$ cat src/rtl/rc_sampler.sv
// Rejection-samples 17-bit field elements mod Q from a stream of XOF words and
// packs S accepted elements per output vector, handed off over valid/ready.
module rc_sampler #(
  parameter int unsigned BITLEN = 17,
  parameter int unsigned Q      = 65537,
  parameter int unsigned S      = 32,
  parameter int unsigned XW     = 64
) (
  input  logic                  clk,
  input  logic                  rst_rcg,
  input  logic                  start,
  input  logic [7:0]            nvec,
  input  logic                  nz_req,
  input  logic [XW-1:0]         xof_word,
  input  logic                  xof_valid,
  output logic                  xof_ready,
  output logic [BITLEN*S-1:0]   rc_vec,
  output logic                  rc_valid,
  input  logic                  rc_ready,
  output logic                  busy,
  output logic                  done_rcg
);

  localparam int unsigned EW = $clog2(S);
  localparam int unsigned VW = BITLEN * S;

  typedef enum logic [1:0] {IDLE, FILL, HOLD, DRAIN} state_t;

  state_t            state, state_d;
  logic [EW-1:0]     elem_cnt;
  logic [7:0]        vec_cnt;
  logic [7:0]        nvec_lat;
  logic              nz_lat;
  logic [VW-1:0]     fill;

  logic [BITLEN-1:0] cand_c;
  logic              accept_c;
  logic              out_free_c;
  logic              last_c;
  logic              job_start_c;
  logic              fill_wr_c;
  logic              elem_inc_c;
  logic              elem_clr_c;
  logic              vec_inc_c;
  logic              load_cand_c;
  logic              load_fill_c;
  logic              done_d_c;
  logic              unused_hi_c;

  // Only the low BITLEN bits of each XOF word form the candidate.
  assign cand_c      = xof_word[BITLEN-1:0];
  assign unused_hi_c = ^xof_word[XW-1:BITLEN];
  assign accept_c    = (32'(cand_c) < Q) && !(nz_lat && (cand_c == '0));
  assign out_free_c  = !rc_valid || rc_ready;
  assign last_c      = (vec_cnt + 8'd1) == nvec_lat;

  // Next-state and datapath control.
  always_comb begin
    state_d     = state;
    job_start_c = 1'b0;
    fill_wr_c   = 1'b0;
    elem_inc_c  = 1'b0;
    elem_clr_c  = 1'b0;
    vec_inc_c   = 1'b0;
    load_cand_c = 1'b0;
    load_fill_c = 1'b0;
    done_d_c    = 1'b0;
    case (state)
      IDLE: begin
        if (start) begin
          if (nvec != 8'd0) begin
            job_start_c = 1'b1;
            state_d     = FILL;
          end else begin
            done_d_c = 1'b1;
          end
        end
      end
      FILL: begin
        if (xof_valid && xof_ready && accept_c) begin
          if (elem_cnt == EW'(S - 1)) begin
            if (out_free_c) begin
              load_cand_c = 1'b1;
              elem_clr_c  = 1'b1;
              vec_inc_c   = 1'b1;
              state_d     = last_c ? DRAIN : FILL;
            end else begin
              // Park the completed vector until the consumer frees the output.
              fill_wr_c = 1'b1;
              state_d   = HOLD;
            end
          end else begin
            fill_wr_c  = 1'b1;
            elem_inc_c = 1'b1;
          end
        end
      end
      HOLD: begin
        if (rc_ready) begin
          load_fill_c = 1'b1;
          elem_clr_c  = 1'b1;
          vec_inc_c   = 1'b1;
          state_d     = last_c ? DRAIN : FILL;
        end
      end
      DRAIN: begin
        if (rc_valid && rc_ready) begin
          done_d_c = 1'b1;
          state_d  = IDLE;
        end
      end
      default: state_d = IDLE;
    endcase
  end

  // State, counters and registered outputs.
  always_ff @(posedge clk) begin
    if (rst_rcg) begin
      state     <= IDLE;
      elem_cnt  <= '0;
      vec_cnt   <= '0;
      nvec_lat  <= '0;
      nz_lat    <= 1'b0;
      fill      <= '0;
      rc_vec    <= '0;
      rc_valid  <= 1'b0;
      xof_ready <= 1'b0;
      busy      <= 1'b0;
      done_rcg  <= 1'b0;
    end else begin
      state     <= state_d;
      xof_ready <= (state_d == FILL);
      busy      <= (state_d != IDLE);
      done_rcg  <= done_d_c;

      if (job_start_c) begin
        nvec_lat <= nvec;
        nz_lat   <= nz_req;
        elem_cnt <= '0;
        vec_cnt  <= '0;
      end else begin
        if (elem_clr_c) begin
          elem_cnt <= '0;
        end else if (elem_inc_c) begin
          elem_cnt <= elem_cnt + EW'(1);
        end
        if (vec_inc_c) begin
          vec_cnt <= vec_cnt + 8'd1;
        end
      end

      for (int i = 0; i < S; i++) begin
        if (fill_wr_c && (elem_cnt == EW'(i))) begin
          fill[i*BITLEN +: BITLEN] <= cand_c;
        end
      end

      // A same-cycle load keeps rc_valid high across the handshake.
      if (load_cand_c) begin
        rc_vec   <= {cand_c, fill[VW-BITLEN-1:0]};
        rc_valid <= 1'b1;
      end else if (load_fill_c) begin
        rc_vec   <= fill;
        rc_valid <= 1'b1;
      end else if (rc_valid && rc_ready) begin
        rc_valid <= 1'b0;
      end
    end
  end

endmodule

$ cat config.mk
export PLATFORM = sky130hd
export DESIGN_NAME = rc_sampler
export DESIGN_NICKNAME = d
export VERILOG_FILES = /design/src/rtl/rc_sampler.sv
export SDC_FILE = /design/constraint.sdc
export NUM_CORES = 2
export LEC_CHECK = 0
export BUFFER_PORTS_ARGS = -buffer_cell sky130_fd_sc_hd__buf_4
export CAP_MARGIN = 20
export CORE_UTILIZATION = 40
export DETAILED_ROUTE_END_ITERATION = 6
export RECOVER_POWER = 100
export SETUP_SLACK_MARGIN = 0.02
export SYNTH_ARGS = -nofsm -noshare
export SYNTH_HDL_FRONTEND = slang
export SYNTH_SLANG_ARGS = --single-unit
$ cat constraint.sdc
create_clock -name clk -period 3.8 [get_ports clk]
set_clock_uncertainty 0.2 [all_clocks]
set_input_delay 0.57 -clock clk [delete_from_list [all_inputs] [get_ports clk]]
set_output_delay 0.57 -clock clk [all_outputs]
set_load 0.005 [all_outputs]
# Yosys cells after proc, flatten, opt, wreduce, memory -nomap -nowiden
# Cells that the tools add are included.
# word_totals
reg_bits	1116
in_bits	78
output_inout_bits	548
wordCells	165
# op_classes
n_addsub	2
magnitude_cmp	1
n_eq_ne	36
mux	35
n_reduce_logical	49
# op_table
op	n
544-bit two-way mux	2
5-bit equality test (second input constant)	16
5-bit by 4-bit equality test with 1-bit output (second input constant)	8
1-bit logical AND	37
1-bit two-way mux	22
5-bit by 3-bit equality test with 1-bit output (second input constant)	4
17-bit zero test	1
17-bit < comparator (second input constant)	1
2-bit two-way mux	8
5-bit by 2-bit equality test with 1-bit output (second input constant)	2
8-bit by 1-bit adder with 8-bit output (second input constant)	1
8-bit equality test	1
2-bit one-hot mux with 4 select lines	1
8-bit nonzero test	1
5-bit by 1-bit adder with 5-bit output (second input constant)	1
5-bit by 1-bit equality test with 1-bit output (second input constant)	1
5-bit zero test	1
2-bit by 1-bit equality test with 1-bit output (second input constant)	2
2-bit equality test (second input constant)	2
1-bit one-hot mux with 2 select lines	2
2-bit nonzero test	2
3-bit nonzero test	1
3-bit OR reduction	1
1-bit zero test	2
3 further kinds	3

# Logic depth before layout (Yosys ltp)
# logic_depth
word_depth	8
depth_mapped	14

# Worst setup path before layout
# OpenSTA, ideal clock, no wires.
# synth_timing
kind	reg-to-reg
from	reg elem_cnt[2]
to	reg fill[533]
setup_ns	0.128
t_arrival_ns	2.851
slack_ns	0.621
path_stages_with_launch	12
period_less_slack_ns	3.179
cell_sequence	dfxtp_1 buf_1 and3_1 ha_1 clkbuf_1 and2_1 clkbuf_2 nor2_1 nand2_1 buf_2 mux2i_1 nor2_1
# synth_via
elab_chain_cells	5
# synth_lines
item	line_no	rtl
from (decl)	30	logic [EW-1:0] elem_cnt;
from (signal assigned)	145	elem_cnt <= elem_cnt + EW'(1);
5-bit equality test *	81, 153	
1-bit two-way mux	81	if (elem_cnt == EW'(S - 1)) begin
1-bit two-way mux	80	if (xof_valid && xof_ready && accept_c) begin
1-bit two-way mux	68	case (state)
1-bit logical AND *	153	if (fill_wr_c && (elem_cnt == EW'(i))) begin
to (signal, indexed assignment)	154	fill[i*BITLEN +: BITLEN] <= cand_c;
to (decl)	34	logic [VW-1:0] fill;
# Every way passes the cells marked *; elsewhere a longest branch is shown, timed or not.
# A chain may end at the register's enable or synchronous reset.

# Final worst setup path
# layout_timing
from	reg elem_cnt[0]
to	reg fill[336]
# layout_via
elab_chain_cells	5
# layout_lines
item	line_no
5-bit equality test	81
1-bit two-way mux	81
1-bit two-way mux	80
1-bit two-way mux	68
1-bit logical AND *	153
# Marks and branches as above.

==> results.json <==
{
  "status": "finished clean",
  "slew_headroom": 0.3678,
  "worst-setup-path-type": "flip-flop to flip-flop",
  "rsz0062_at_grt": "no",
  "gr-total-overflow": 0,
  "syn_avg_cell_area_um2": 7.910,
  "fin_hold_ws_ps": 102.1,
  "hold_violations": 0,
  "ys_ff_latch": 1116,
  "cts_buffer_depth": 3,
  "critPathCaptureType": "flip-flop",
  "cp_num_buf_inv": 2,
  "cts_root_buf": "clkbuf_16",
  "crit_family": "simple AND/OR/NAND/NOR gates",
  "cp-start-kind": "flip-flop",
  "cp_max_fo": 17,
  "drt_iter0_drc": 2892,
  "setup-tns-final_ps": 0,
  "clk_latency_ps": 710,
  "pre_cts_slack_ps": 92.48,
  "netlist_instances": 5037,
  "drt-pass1-iter-count": 6,
  "arrival_ps": 3790,
  "netlist_area_um2": 39840,
  "grt_pass1_wl_um": 199900,
  "synth-edff-count": 0,
  "track_usage": 0.2559,
  "clk_pin_slew_ps": 70,
  "finalWeightedCongestion": 0.8364,
  "maxCapViolations": 0,
  "area_growth_pct": 22.79,
  "clock.fmax_mhz": 296.4,
  "drive_gt1_frac": 0.1488,
  "period_needed_ps": 3374,
  "viasPerCell": 5.102,
  "ys_seq_area_frac": 0.5608,
  "synth_area_leaders": "dfxtp_1 56%, nand2_1 20%, a21oi_1 13%, clkbuf_1 2.8%, buf_2 0.87%",
  "synth_common_cells": "2130 x nand2_1, 1116 x dfxtp_1, 1057 x a21oi_1",
  "synthMostInstantiatedCell": "nand2_1",
  "io_buffers": 578,
  "fin_area_um2": 48920,
  "setup_viol": 0,
  "cts_buffers": 112,
  "wl_per_cell_um": 19.55,
  "htreeDepth": 3,
  "ant_nets": 0,
  "vdd_drop_max_mv": 0.3459,
  "worstPathCellList": "ha_1 -> and3_1 -> ha_1 -> nand2_1 -> nand3_4 -> clkbuf_1 -> nor4_4 -> clkbuf_2 -> nand2_1 -> a21oi_1",
  "placementRows": 115,
  "holdCritPathClass": "primary input to flip-flop",
  "synth_top_cell_by_area": "dfxtp_1",
  "yosysTopAreaCellShare": 0.5608,
  "clock-sinks": 1116,
  "die_area_um2": 100900,
  "drv_slew": 0,
  "place.detailed.hpwl_um": 80780,
  "cts_tree": "built",
  "synth.distinct_cells": 52,
  "p_per_area_nw_per_um2": 505.5,
  "core_region_area_um2": 98560,
  "dpl_cell_area_um2": 45410,
  "ios": 626,
  "totalWireLength_um": 133700,
  "fin_ws_ps": 426.0,
  "fin_crit_sh": 0.8879,
  "synthArstFlopShare": 0,
  "syn_nets": 5126,
  "drc": 0,
  "tightest_slew_ps": 948.4,
  "postCtsSetupRepairBufs": 0,
  "grt_max_degree": 121,
  "synth_warnings": 0,
  "initial_utilization": 0.4042,
  "dr_total_vias": 34897,
  "p_leak_nw": 17.10,
  "antenna_found_initial": 4,
  "cp.required_ps": 4220,
  "nNetsFinal": 5546,
  "grt_pass1_vias": 32076,
  "die_h_um": 317.6,
  "ys.flop_type": "dfxtp_1",
  "cpMaxStageDelayCell": "clkbuf_2",
  "fp.dieW_um": 317.6,
  "cpPeakStageDelay_ps": 430
}
==> cell type report <==
cell class	count	area [um2]
Multi-Input combinational cell	3490	15550
Tap cell	1287	1610
Timing Repair Buffer	727	5430
Inverter	10	37.54
Fill cell	9595	49640
Clock buffer	160	3306
Antenna cell	3	7.507
Sequential cell	1116	22340
Clock inverter	47	639.4
==> placed cells by master, fill, tap and decap left out, drive strengths merged, types with 7 or more instances in the layout <==
cell type    netlist  final
xor2              13     13
and3               7      7
clkbuf           300    736
a21oi           1057   1057
clkinv             0     24
buf              121    139
a211oi             8      8
inv               10     14
bufinv             0     13
mux2i             26     26
a311oi            17     17
dfxtp           1116   1116
nand3             55     55
nor3              22     22
nand2           2130   2130
or3                9      9
ha                11     11
nor2              64     64
nand4              9      9
dlygate4sd3        0     12
nor4              11     11
==> through the flow <==
| step | utilization | total power [mW] | instances |
|---|---|---|---|
| finish | 0.4963 | 24.73 | 6840 |
| global route | 0.4963 | 25.50 | 6840 |
| CTS | 0.5020 | 24.96 | 6837 |
| detailed placement | 0.4608 | 13.27 | 6618 |
| global placement | 0.4608 | 13.28 | 6618 |
| floorplan | - | 12.74 | 5037 |
==> per-layer routing <==
metal | share of wire | GRT usage | up-vias
li1 | - | - | 17104
met2 | 0.46 | 0.4124 | 1000
met5 | 0 | 0 | -
met4 | 0.034 | 0.09461 | 0
met1 | 0.45 | 0.3458 | 16583
met3 | 0.056 | 0.03955 | 210
==> worst paths after layout <==
kind / startpoint / endpoint / slack (ps) / depth (start not counted)
max: elem_cnt[0]$_SDFFE_PP0P_ / fill[336]$_SDFFE_PP0P_ / 430 / 10
min: xof_word[16] / fill[152]$_SDFFE_PP0P_ / 100 / 3
max reg2reg: elem_cnt[0]$_SDFFE_PP0P_ / fill[336]$_SDFFE_PP0P_ / 430 / 10
min reg2reg: fill[480]$_SDFFE_PP0P_ / rc_vec[480]$_SDFFE_PP0P_ / 240 / 2
==> worst min-delay path, stage by stage <==
cell and delay (ps):
buf_4 200, nand2_1 90, a21oi_1 60
==> what timing repair did <==
item                      CTS  global route
hold endpoints to repair   10             0
gates resized for setup     0             0
hold buffers               12             0
==> flip-flops by register name (all words and copies together) (netlist names) <==
signal,count
state,2
rc_vec,544
vec_cnt,8
elem_cnt,5
nz_lat,1
fill,544
nvec_lat,8
xof_ready,1
done_rcg,1
busy,1
rc_valid,1
==> logic make-up (layout without fill, tap and decap cells) <==
family | count (synthesis) | in the layout | synth area share
and+or+nand+nor | 2334 | 2334 | 0.2363
DFF | 1116 | 1116 | 0.5608
AOI/OAI and AO/OA | 1100 | 1100 | 0.1419
buffers and inverters | 431 | 944 | 0.04689
muxes | 26 | 26 | 0.006532
xor gates and xnor gates | 19 | 19 | 0.004177
adders and majority gates | 11 | 11 | 0.003455
other | 0 | 3 | 0
==> where the power goes <==
part           leakage [nW]  internal, mW  switching, mW  total, mW
Clock                  1.94          6.94           4.78       11.7
Sequential             8.99          11.7         0.0249       11.8
Combinational          6.17         0.255           1.00       1.26
Total                  17.1          18.9           5.81       24.7
(Power assumes the default switching activity.)
